===== src/rtl/xbus_pkg.sv =====
// rtl/xbus_pkg.sv - shared types and constants for the xbus arbiter
// Contents: FSM state encoding, master IDs, bus widths, master-ID increment helper.
package xbus_pkg;

    localparam int XBUS_ADDR_W = 22;
    localparam int XBUS_DATA_W = 32;

    typedef enum logic [1:0] {
        IDLE  = 2'd0,
        BUS   = 2'd1,
        DRAIN = 2'd2
    } xbus_state_e;

    localparam logic [1:0] M_CPU  = 2'd0;
    localparam logic [1:0] M_DISK = 2'd1;
    localparam logic [1:0] M_SPY  = 2'd2;

    // Next master ID in round-robin order, wrapping M_SPY back to M_CPU.
    function automatic logic [1:0] next_id(input logic [1:0] id);
        return (id == M_SPY) ? M_CPU : id + 2'd1;
    endfunction

endpackage


===== src/rtl/xbus_arb_pick.sv =====
// rtl/xbus_arb_pick.sv - combinational winner picker for three xbus masters
// Ports: req[2:0] pending requests, last[1:0] last-granted master,
//        winner[1:0] selected master, valid set when any request is pending.
// Build option: XBUS_ARB_RR_EN selects round-robin; otherwise fixed m0>m1>m2.
module xbus_arb_pick
    import xbus_pkg::*;
(
    input  logic [2:0] req,
    input  logic [1:0] last,
    output logic [1:0] winner,
    output logic       valid
);

`ifdef XBUS_ARB_RR_EN
    function automatic logic req_bit(input logic [2:0] r, input logic [1:0] id);
        case (id)
            M_CPU:   return r[0];
            M_DISK:  return r[1];
            default: return r[2];
        endcase
    endfunction

    // Search starts at the master after the last one granted and wraps
    // around, so the last-granted master is considered last.
    always_comb begin
        logic [1:0] cand;
        logic       found;
        winner = M_CPU;
        found  = 1'b0;
        cand   = last;
        for (int k = 0; k < 3; k++) begin
            cand = next_id(cand);
            if (!found && req_bit(req, cand)) begin
                winner = cand;
                found  = 1'b1;
            end
        end
        valid = found;
    end
`else
    logic unused_last;
    assign unused_last = ^last;

    always_comb begin
        winner = M_CPU;
        if (req[0])      winner = M_CPU;
        else if (req[1]) winner = M_DISK;
        else if (req[2]) winner = M_SPY;
        valid = |req;
    end
`endif

endmodule


===== src/rtl/xbus_arbiter.sv =====
// rtl/xbus_arbiter.sv - three-master xbus arbiter with delayed-ack sequencing and NXM timeout
// Ports: clk, reset (sync, active-high);
//        mN_req/mN_write/mN_addr/mN_data from masters N=0..2 (CPU, disk DMA, spy);
//        mN_ack/mN_nxm one-cycle completion pulses, m_dataout read data for the acked master;
//        xbus_req/xbus_write/xbus_addr/xbus_dataout to slaves;
//        xbus_datain/xbus_ack/xbus_decode ORed back from slaves.
// Build option: XBUS_ARB_RR_EN enables round-robin arbitration (default fixed m0>m1>m2).
module xbus_arbiter
    import xbus_pkg::*;
#(
    parameter int TIMEOUT_CYCLES = 16
) (
    input  logic                   clk,
    input  logic                   reset,
    input  logic                   m0_req,
    input  logic                   m0_write,
    input  logic [XBUS_ADDR_W-1:0] m0_addr,
    input  logic [XBUS_DATA_W-1:0] m0_data,
    output logic                   m0_ack,
    output logic                   m0_nxm,
    input  logic                   m1_req,
    input  logic                   m1_write,
    input  logic [XBUS_ADDR_W-1:0] m1_addr,
    input  logic [XBUS_DATA_W-1:0] m1_data,
    output logic                   m1_ack,
    output logic                   m1_nxm,
    input  logic                   m2_req,
    input  logic                   m2_write,
    input  logic [XBUS_ADDR_W-1:0] m2_addr,
    input  logic [XBUS_DATA_W-1:0] m2_data,
    output logic                   m2_ack,
    output logic                   m2_nxm,
    output logic [XBUS_DATA_W-1:0] m_dataout,
    output logic                   xbus_req,
    output logic                   xbus_write,
    output logic [XBUS_ADDR_W-1:0] xbus_addr,
    output logic [XBUS_DATA_W-1:0] xbus_dataout,
    input  logic [XBUS_DATA_W-1:0] xbus_datain,
    input  logic                   xbus_ack,
    input  logic                   xbus_decode
);

    localparam logic [7:0] COUNT_LAST = 8'(TIMEOUT_CYCLES - 1);

    xbus_state_e            state_q;
    logic [1:0]             grant_q;
    logic [1:0]             last_q;
    logic [7:0]             count_q;
    logic                   decoded_q;
    logic [2:0]             ack_q;
    logic [2:0]             nxm_q;
    logic [XBUS_DATA_W-1:0] dataout_q;

    logic [1:0]             pick_winner;
    logic                   pick_valid;
    logic [2:0]             grant_oh;

    logic                   g_write;
    logic [XBUS_ADDR_W-1:0] g_addr;
    logic [XBUS_DATA_W-1:0] g_data;
    logic                   in_bus;

    xbus_arb_pick u_pick (
        .req    ({m2_req, m1_req, m0_req}),
        .last   (last_q),
        .winner (pick_winner),
        .valid  (pick_valid)
    );

    assign grant_oh = 3'b001 << grant_q;

    always_comb begin
        g_write = m0_write;
        g_addr  = m0_addr;
        g_data  = m0_data;
        case (grant_q)
            M_DISK: begin
                g_write = m1_write;
                g_addr  = m1_addr;
                g_data  = m1_data;
            end
            M_SPY: begin
                g_write = m2_write;
                g_addr  = m2_addr;
                g_data  = m2_data;
            end
            default: ;
        endcase
    end

    assign in_bus       = (state_q == BUS);
    assign xbus_req     = in_bus;
    assign xbus_write   = in_bus & g_write;
    assign xbus_addr    = in_bus ? g_addr : '0;
    assign xbus_dataout = in_bus ? g_data : '0;

    always_ff @(posedge clk) begin
        if (reset) begin
            state_q   <= IDLE;
            grant_q   <= M_CPU;
            last_q    <= M_SPY;   // first round-robin search then starts at m0
            count_q   <= 8'd0;
            decoded_q <= 1'b0;
            ack_q     <= 3'b000;
            nxm_q     <= 3'b000;
            dataout_q <= '0;
        end else begin
            ack_q <= 3'b000;
            nxm_q <= 3'b000;
            case (state_q)
                IDLE: begin
                    if (pick_valid) begin
                        grant_q <= pick_winner;
                        last_q  <= pick_winner;
                        state_q <= BUS;
                    end
                end
                BUS: begin
                    if (xbus_decode) decoded_q <= 1'b1;
                    // A slave ack takes precedence over a timeout expiring in the same cycle.
                    if (xbus_ack) begin
                        dataout_q <= xbus_datain;
                        ack_q     <= grant_oh;
                        state_q   <= DRAIN;
                    end else if (!decoded_q && count_q == COUNT_LAST) begin
                        dataout_q <= '0;
                        ack_q     <= grant_oh;
                        nxm_q     <= grant_oh;
                        state_q   <= DRAIN;
                    end else if (count_q != 8'hff) begin
                        count_q <= count_q + 8'd1;
                    end
                end
                DRAIN: begin
                    // Slave acks linger after req drops; wait them out so they
                    // cannot be credited to the next grant.
                    if (!xbus_ack) begin
                        count_q   <= 8'd0;
                        decoded_q <= 1'b0;
                        state_q   <= IDLE;
                    end
                end
                default: state_q <= IDLE;
            endcase
        end
    end

    assign m0_ack    = ack_q[0];
    assign m1_ack    = ack_q[1];
    assign m2_ack    = ack_q[2];
    assign m0_nxm    = nxm_q[0];
    assign m1_nxm    = nxm_q[1];
    assign m2_nxm    = nxm_q[2];
    assign m_dataout = dataout_q;

endmodule

===== config.mk =====
export PLATFORM = sky130hd
export DESIGN_NAME = xbus_arbiter
export DESIGN_NICKNAME = d
export VERILOG_FILES = /design/src/rtl/xbus_pkg.sv /design/src/rtl/xbus_arb_pick.sv /design/src/rtl/xbus_arbiter.sv
export SDC_FILE = /design/constraint.sdc
export NUM_CORES = 1
export LEC_CHECK = 0
export BUFFER_PORTS_ARGS = -buffer_cell sky130_fd_sc_hd__buf_2
export CAP_MARGIN = 20
export CORE_AREA = 2 2 115 117
export CTS_CLUSTER_SIZE = 14
export DETAILED_ROUTE_END_ITERATION = 8
export DIE_AREA = 0 0 117 119
export HOLD_SLACK_MARGIN = 0.05
export PLACE_DENSITY = 0.58
export SKIP_LAST_GASP = 1
export SYNTH_ARGS = -nofsm -noshare
export SYNTH_HDL_FRONTEND = slang
export SYNTH_SLANG_ARGS = --single-unit

===== constraint.sdc =====
create_clock -name clk -period 2.9 [get_ports clk]
set_input_delay 0.145 -clock clk [delete_from_list [all_inputs] [get_ports clk]]
set_output_delay 0.145 -clock clk [all_outputs]
set_load 0.03 [all_outputs]

==> results_dict.tcl, run 1 <==
set metrics [dict create \
    yosysWarnings 0 \
    clock_sinks 51 \
    pwr-share-clk_pct 28.4 \
    grt.overflow.total 0 \
    boundaryPins 298 \
    ir_drop_v 0.000244 \
    setup_tns_ps 0 \
    outcome "complete, no violations" \
    clock_skew_ps 3.00 \
    holdBufCountCts 0 \
    antenna_found_initial 5 \
    drc 0 \
    min_period_over_period_pct 87.1 \
    numCtsBuffers 5 \
    synth_top_area_cell "dfxtp_1" \
    slowest_delay_ps 440 \
    synth_area_um2 3100 \
    seqPwrFrac_pct 33.5 \
    dp_slack_ps 665 \
    initial_core_util_pct 24.1 \
    holdPathEnd "m_dataout[3]" \
    r2r_slack_ps 1050 \
    crit_family "buffers and inverters" \
    synth.most_common_cell "nor2_1" \
    hp-class "in -> reg" \
    fin_crit_ps 2530 \
    cts.repair.resized 0 \
    required_ps 2760 \
    wl_um 13600 \
    p_leak_nw 2.35 \
    syn_inst 382 \
    cp_slowest_cell "ha_2" \
    holdPathStages 2 \
    worst_pin_slew_ps 540 \
    die_y_um 119 \
    p_comb_share_pct 38.1 \
    dr.pass1.iters 4 \
    yosysSeqAreaShare_pct 33.0 \
    p_switching_w 0.000805 \
    worstPathArrival_ps 2380 \
    relSlewSlack_pct 63.6 \
    avgRoutedWirePerCell_um 16.3 \
    synth.distinct_cells 46 \
    cp-end-kind "primary output" \
    syn2layout_area_growth_pct 58.4 \
    fmax_mhz 396 \
    ys.flop_type "dfxtp_1" \
    vias_per_cell 5.07 \
    layout_setup_ws_ps 373 \
    synth_edf_count 0 \
    core-area_um2 12900 \
    setup_viol 0 \
    p_per_area_nw_per_um2 458 \
    synthArstFlopShare_pct 0 \
    hold_viol 0 \
    yosys.area.top_type_share_pct 33.0 \
    grt_pass1_vias 3872 \
    p_int_w 0.00144 \
    drive_gt1_share_pct 50.1 \
    path_clk_slew_ps 60 \
    gp_congestion 0.867 \
    start_kind "register" \
    synth_area_leaders "dfxtp_1 33%, a211oi_1 14%, a22oi_1 14%" \
    clk_path_buf_depth 2 \
    grt_max_degree 56 \
    crit_chain "inv_1 > ha_2 > buf_4 > a22oi_1 > a211oi_1 > buf_2" \
    vias 4231 \
    r2r-start "state_q[0]" \
    critical_path_peak_fanout 39 \
    io_buffers 297 \
    cts_tree "done" \
    die_area_um2 13900 \
    hold_path_startpoint "xbus_datain[3]" \
    drtAntennaViolNets 0 \
    drt_iter0_drc 163 \
    grtUsageTotal_pct 18.2 \
    cts-root-buf "clkbuf_16" \
    rsz0062_at_grt "no" \
    cts_max_level 2 \
    synth-seq-cells 51 \
    r2r.worst_path.cells 4 \
    r2r_end "count_q[0]" \
    insertion_delay_ps 280 \
    synth_fp_nets 590 \
    post_cts_buffers 0 \
    slew_viol_final 0 \
    detailed_place_hpwl_um 11000 \
    num-fill-cells 1326 \
    sw_frac_of_total_pct 35.8 \
    critical_path_class "reg -> out" \
    synth_commonest_cells "66 x nor2_1, 56 x a211oi_1, 56 x a22oi_1" \
    rows 42 \
    maxCapViolCount 0 \
    regArea_um2 1020 \
    cp_num_buf_inv 3 \
    multi_input_area_um2 1900 \
    grt_pass1_wl_um 20000 \
    nNetsFinal 863 \
    die_w_um 117 \
    synth_area_per_cell_um2 8.11 \
]
## metal layers
metal / wire [µm] / up-vias / global-route usage, %
met4: 289 / 4 / 5.29
met2: 6330 / 235 / 30.4
met3: 1310 / 21 / 5.39
li1: - / 2033 / -
met5: 24 / - / 0
met1: 5610 / 1938 / 22.5
## state kept, by name, summed over array words and instances (netlist names)
register   cells
m_dataout     32
ack_q          3
count_q        8
state_q        2
grant_q        2
nxm_q          3
decoded_q      1
## placed cells by master (no fill, tap or decap), types with 2 or more instances in the layout
| cell type | Yosys | routed |
|---|---|---|
| buf_4 | 0 | 11 |
| buf_2 | 3 | 297 |
| nand3_1 | 4 | 4 |
| nor4_1 | 2 | 2 |
| nor3_1 | 5 | 5 |
| or4_1 | 2 | 2 |
| ha_2 | 0 | 2 |
| a22oi_1 | 56 | 56 |
| a22o_1 | 32 | 32 |
| a31oi_1 | 2 | 2 |
| dfxtp_1 | 51 | 51 |
| a2111oi_0 | 2 | 2 |
| nand2b_2 | 1 | 2 |
| clkbuf_16 | 0 | 5 |
| o21ai_0 | 6 | 6 |
| inv_1 | 5 | 5 |
| o21a_1 | 3 | 3 |
| a211oi_1 | 56 | 56 |
| nor2_1 | 66 | 66 |
| diode_2 | 0 | 3 |
| nand4_1 | 2 | 2 |
| and2_1 | 7 | 7 |
| a21oi_1 | 6 | 6 |
| nand2_1 | 5 | 5 |
## power by group through the flow
| stage | clock network, W | registers (W) | logic [W] |
|---|---|---|---|
| finish | 0.000638 | 0.000753 | 0.000855 |
| floorplan | 0 | 0.000813 | 0.000471 |
| detailed placement | 0 | 0.000769 | 0.000857 |
| global placement | 0 | 0.000768 | 0.000856 |
| global route | 0.000695 | 0.000758 | 0.000924 |
| CTS | 0.000668 | 0.000753 | 0.000861 |
## layout make-up
| cell class | count | area share, % |
|---|---|---|
| Clock inverter | 2 | 0.765 |
| Antenna cell | 3 | 0.153 |
| Sequential cell | 51 | 20.8 |
| Multi-Input combinational cell | 283 | 38.8 |
| Inverter | 6 | 0.459 |
| Tap cell | 176 | 4.49 |
| Timing Repair Buffer | 308 | 32.0 |
| Clock buffer | 5 | 2.55 |
## kinds of logic (layout without fill, tap and decap cells)
family          after synthesis  count (layout)  share of synthesized area (%)
compound gates              173             173                           42.8
fa+ha+maj                     4               4                           1.62
buf+inv                      48             321                           6.42
flops                        51              51                           33.0
other cells                   0               3                              0
simple gates                106             106                           16.2
## worst max path at each step
stage          startpoint                to  cells past startpoint
6_report       grant_q[0]  xbus_dataout[29]                      6
2_1_floorplan  grant_q[0]      xbus_addr[0]                      6
3_3_place_gp   grant_q[0]  xbus_dataout[21]                      6
5_1_grt        grant_q[0]  xbus_dataout[18]                      6
3_5_place_dp   grant_q[0]  xbus_dataout[21]                      6
4_1_cts        grant_q[0]  xbus_dataout[21]                      6
## through the flow
stage	cell area, µm²	hold slack [ps]	utilization (%)	std cells	total power (W)
after floorplan	3100	271	-	382	0.00128
after global placement	4740	358	36.8	824	0.00162
after detailed placement	4740	360	36.8	824	0.00163
after CTS	4900	61.4	38.1	831	0.00228
after global routing	4910	62.8	38.1	834	0.00238
final	4910	73.2	38.1	834	0.00225
Note: power is estimated with default switching activity, not from simulation.
==> inputs of run 2 (changes only) <==
CORE_AREA = 2 2 117 119   (was 2 2 115 117)
DIE_AREA = 0 0 119 121   (was 0 0 117 119)
PLACE_DENSITY = 0.57   (was 0.58)
SYNTH_HIERARCHICAL = 1   (was not set)
clock period = 2.8 ns   (was 2.9 ns; I/O delays follow)
==> results_dict.tcl, run 2 <==
set metrics [dict create \
    min_period_over_period_pct 88.0 \
    drc 0 \
    slew_viol_final 0 \
    worstPathArrival_ps 2320 \
    num_antenna_cells 0 \
    r2r-start "count_q[0]" \
    yosysWarnings 6 \
    sw_frac_of_total_pct 34.2 \
    final_cells 834 \
    clock_skew_ps 3.37 \
    path_clk_slew_ps 60 \
    fin_crit_ps 2460 \
    setup.worst_path.start "state_q[0]" \
    core-area_um2 13100 \
    ir_drop_v 0.000354 \
    p_switching_w 0.000767 \
    largest_reg_flops 32 \
    required_ps 2660 \
    final_common_cell "buf_2" \
    synth_fp_nets 601 \
    final_area_um2 4980 \
    avgRoutedWirePerCell_um 16.4 \
    grtUsageTotal_pct 17.5 \
    cts-root-buf "clkbuf_16" \
    drt_iter0_drc 206 \
    synth_area_um2 3200 \
    rsz0062_at_grt "no" \
    pwr-share-clk_pct 31.2 \
    final_cell_mix "297 x buf_2, 61 x nor2_1, 57 x a211oi_1, 55 x a22oi_1, 51 x dfxtp_1" \
    drive_gt1_share_pct 49.1 \
    io_buffers 297 \
    grt_max_degree 62 \
    numCtsBuffers 5 \
    setup_viol 0 \
    grt.overflow.total 0 \
    wl_um 13600 \
    antenna_found_initial 1 \
    dr.pass1.iters 5 \
    outcome "complete, no violations" \
    cts_max_level 2 \
    nNetsFinal 865 \
    die_w_um 119 \
    detailed_place_hpwl_um 10900 \
    p_total_w 0.00225 \
    rows 42 \
    cts_tree "done" \
    post_cts_buffers 0 \
    drtAntennaViolNets 0 \
    critical_path_class "reg -> out" \
    critical_path_peak_fanout 40 \
    start_kind "register" \
    hp-class "in -> reg" \
    die_y_um 121 \
    syn2layout_area_growth_pct 55.3 \
    clock_sinks 51 \
    vias_per_cell 5.04 \
    clk_path_buf_depth 2 \
    syn_inst 393 \
    hold_path_startpoint "xbus_datain[19]" \
    relSlewSlack_pct 55.1 \
    grt_pass1_vias 3831 \
    die_area_um2 14400 \
    synth_area_per_cell_um2 8.15 \
    setup_tns_ps 0 \
    grt_pass1_wl_um 20200 \
    p_per_area_nw_per_um2 452 \
    fmax_mhz 406 \
    p_int_w 0.00148 \
    hold_viol 0 \
    boundaryPins 298 \
    vias 4203 \
    p_comb_share_pct 34.1 \
    gp_congestion 0.901 \
    cp-end-kind "primary output" \
    holdBufCountCts 0 \
    seqPwrFrac_pct 34.7 \
    initial_core_util_pct 24.5 \
    worst_pin_slew_ps 673 \
    maxCapViolCount 0 \
    insertion_delay_ps 290 \
    p_leak_nw 2.37 \
    cts.repair.resized 0 \
    placed_area_um2 4800 \
    dp.cells 826 \
]
run 2: worst paths after layout:
path              slack [ps]             to  cells past startpoint
setup / recovery         340  xbus_addr[13]                      4
hold / removal            60  m_dataout[19]                      2
setup reg to reg         610   m_dataout[8]                      5
hold reg to reg          470   m_dataout[4]                      1
run 2: cell type report:
class	count	area, µm²
Clock buffer	6	139
Clock inverter	2	35.0
Fill cell	1371	8110
Inverter	6	22.5
Multi-Input combinational cell	291	1980
Sequential cell	51	1020
Tap cell	176	220
Timing Repair Buffer	302	1560
run 2: power by group through the flow:
stage / Clock, W / Sequential (W) / Combinational [W]
final: 0.000702 / 0.000780 / 0.000766
after global routing: 0.000756 / 0.000783 / 0.000823
after CTS: 0.000726 / 0.000779 / 0.000771
after detailed placement: 0 / 0.000796 / 0.000768
after global placement: 0 / 0.000794 / 0.000762
after floorplan: 0 / 0.000836 / 0.000418
run 2: metal layers:
layer / GRT usage [%] / part of all wire, %
met2: 28.8 / 47
met4: 5.80 / 2.5
met3: 4.46 / 8.9
met1: 22.3 / 42
met5: 0 / 0
run 2: critical path, stage by stage, from the launching register on:
cell and delay [ps]:
dfxtp_1 580, nand2b_2 380, buf_4 380, a211oi_1 400, buf_2 280
run 2: per-stage QoR:
step | setup WS (ps) | utilization (%) | hold slack [ps]
global route | 190 | 38.0 | 51.6
floorplan | 613 | - | 265
CTS | 253 | 38.0 | 51.5
global placement | 631 | 36.7 | 351
detailed placement | 563 | 36.7 | 355
finish | 336 | 38.0 | 59.2
==> inputs of run 3 (changes only) <==
RECOVER_POWER = 100   (was not set)
==> results_dict.tcl, run 3 (same netlist as run 2, synthesis figures left out) <==
set metrics [dict create \
    vias_per_cell 5.04 \
    cp_slowest_cell "ha_4" \
    grt_pass1_vias 3831 \
    routed.top_layer "met4" \
    rows 42 \
    dr.pass1.iters 4 \
    r2r-start "count_q[0]" \
    hp-class "in -> reg" \
    gp_congestion 0.901 \
    core-area_um2 13100 \
    cp_num_buf_inv 3 \
    critical_path_class "reg -> out" \
    cp-end-kind "primary output" \
    drc 0 \
    rsz0062_at_grt "no" \
    start_kind "register" \
    initial_core_util_pct 24.5 \
    post_cts_buffers 0 \
    p_total_w 0.00222 \
    boundaryPins 298 \
    vias 4200 \
    insertion_delay_ps 290 \
    dr_wl_met3_um 1200 \
    min_period_over_period_pct 90.7 \
    drive_gt1_share_pct 35.1 \
    grt_max_degree 62 \
    p_leak_nw 2.00 \
    drtAntennaViolNets 0 \
    path_clk_slew_ps 70 \
    hold_path_startpoint "xbus_datain[19]" \
    wl_um 13700 \
    avgRoutedWirePerCell_um 16.5 \
    holdBufCountCts 0 \
    cts.repair.resized 0 \
    grt_pass1_wl_um 20200 \
    cts-root-buf "clkbuf_16" \
    clock_skew_ps 4.51 \
    grt.overflow.total 0 \
    nNetsFinal 865 \
    slowest_delay_ps 590 \
    die_area_um2 14400 \
    clock_sinks 51 \
    numCtsBuffers 5 \
    final_cell_mix "207 x buf_2, 89 x clkbuf_1, 61 x nor2_1, 57 x a211oi_1, 55 x a22oi_1" \
    drt-met1-wl_um 5800 \
    outcome "complete, no violations" \
    critical_path_peak_fanout 61 \
    worstPathArrival_ps 2400 \
    fin_crit_ps 2540 \
    slew_viol_final 0 \
    die_y_um 121 \
    met2WireLength_um 6390 \
    final_common_cell "buf_2" \
    die_w_um 119 \
    antenna_found_initial 1 \
    io_buffers 297 \
    setup_viol 0 \
    ir_drop_v 0.000353 \
    required_ps 2660 \
    crit_chain "inv_1 > ha_4 > buf_12 > nor2_1 > a211oi_1 > clkbuf_1" \
    worst_pin_slew_ps 686 \
    largest_reg_flops 32 \
    r2r_slack_ps 610 \
    drt_iter0_drc 188 \
    setup_tns_ps 0 \
    syn2layout_area_growth_pct 51.5 \
    cts_tree "done" \
    cts_max_level 2 \
    fmax_mhz 394 \
    hold_viol 0 \
    grtUsageTotal_pct 17.5 \
    crit_family "buffers and inverters" \
    setup.worst_path.start "grant_q[0]" \
    clk_path_buf_depth 2 \
    relSlewSlack_pct 54.1 \
    detailed_place_hpwl_um 10900 \
    maxCapViolCount 0 \
    p_per_area_nw_per_um2 458 \
    num_antenna_cells 0 \
]
## run 3: layout make-up
class | count | area [µm²]
clock buffer | 6 | 139
tap | 176 | 220
clock inverter | 2 | 35.0
inverter | 6 | 22.5
fill | 1431 | 8230
multi-input combinational | 291 | 1970
timing repair buffer | 302 | 1450
sequential | 51 | 1020
## run 3: per-stage QoR
| step | setup slack, ps | utilization (%) | hold WS (ps) | cells | instance area (µm²) |
|---|---|---|---|---|---|
| after floorplan | 613 | - | 265 | 393 | 3200 |
| after global placement | 631 | 36.7 | 351 | 826 | 4800 |
| after detailed placement | 563 | 36.7 | 355 | 826 | 4800 |
| after CTS | 253 | 38.0 | 51.5 | 834 | 4980 |
| after global routing | 105 | 37.1 | 51.6 | 834 | 4850 |
| final | 260 | 37.1 | 58.8 | 834 | 4850 |
## run 3: metal layers
layer | vias to the layer above | GRT usage, %
met4 | 0 | 5.80
met2 | 234 | 28.8
met5 | - | 0
met1 | 1896 | 22.3
met3 | 18 | 4.46
li1 | 2052 | -
## run 3: final timing paths
kind / to / cells past startpoint
worst max-delay path: xbus_dataout[29] / 6
worst min-delay path: m_dataout[19] / 2
worst max register to register: m_dataout[8] / 5
worst min register to register: m_dataout[5] / 1
## run 3: power by group
group | leakage, nW | internal (W) | switching [W]
Clock | 0.0868 | 0.000444 | 0.000257
Sequential | 0.415 | 0.000756 | 0.0000237
Combinational | 1.50 | 0.000251 | 0.000490
## run 3: worst reg2reg max path, stage by stage (launching register included)
cell	delay (ps)
dfxtp_1	340
ha_1	250
and3_1	280
a31oi_1	350
o21ba_2	620
a22o_1	280
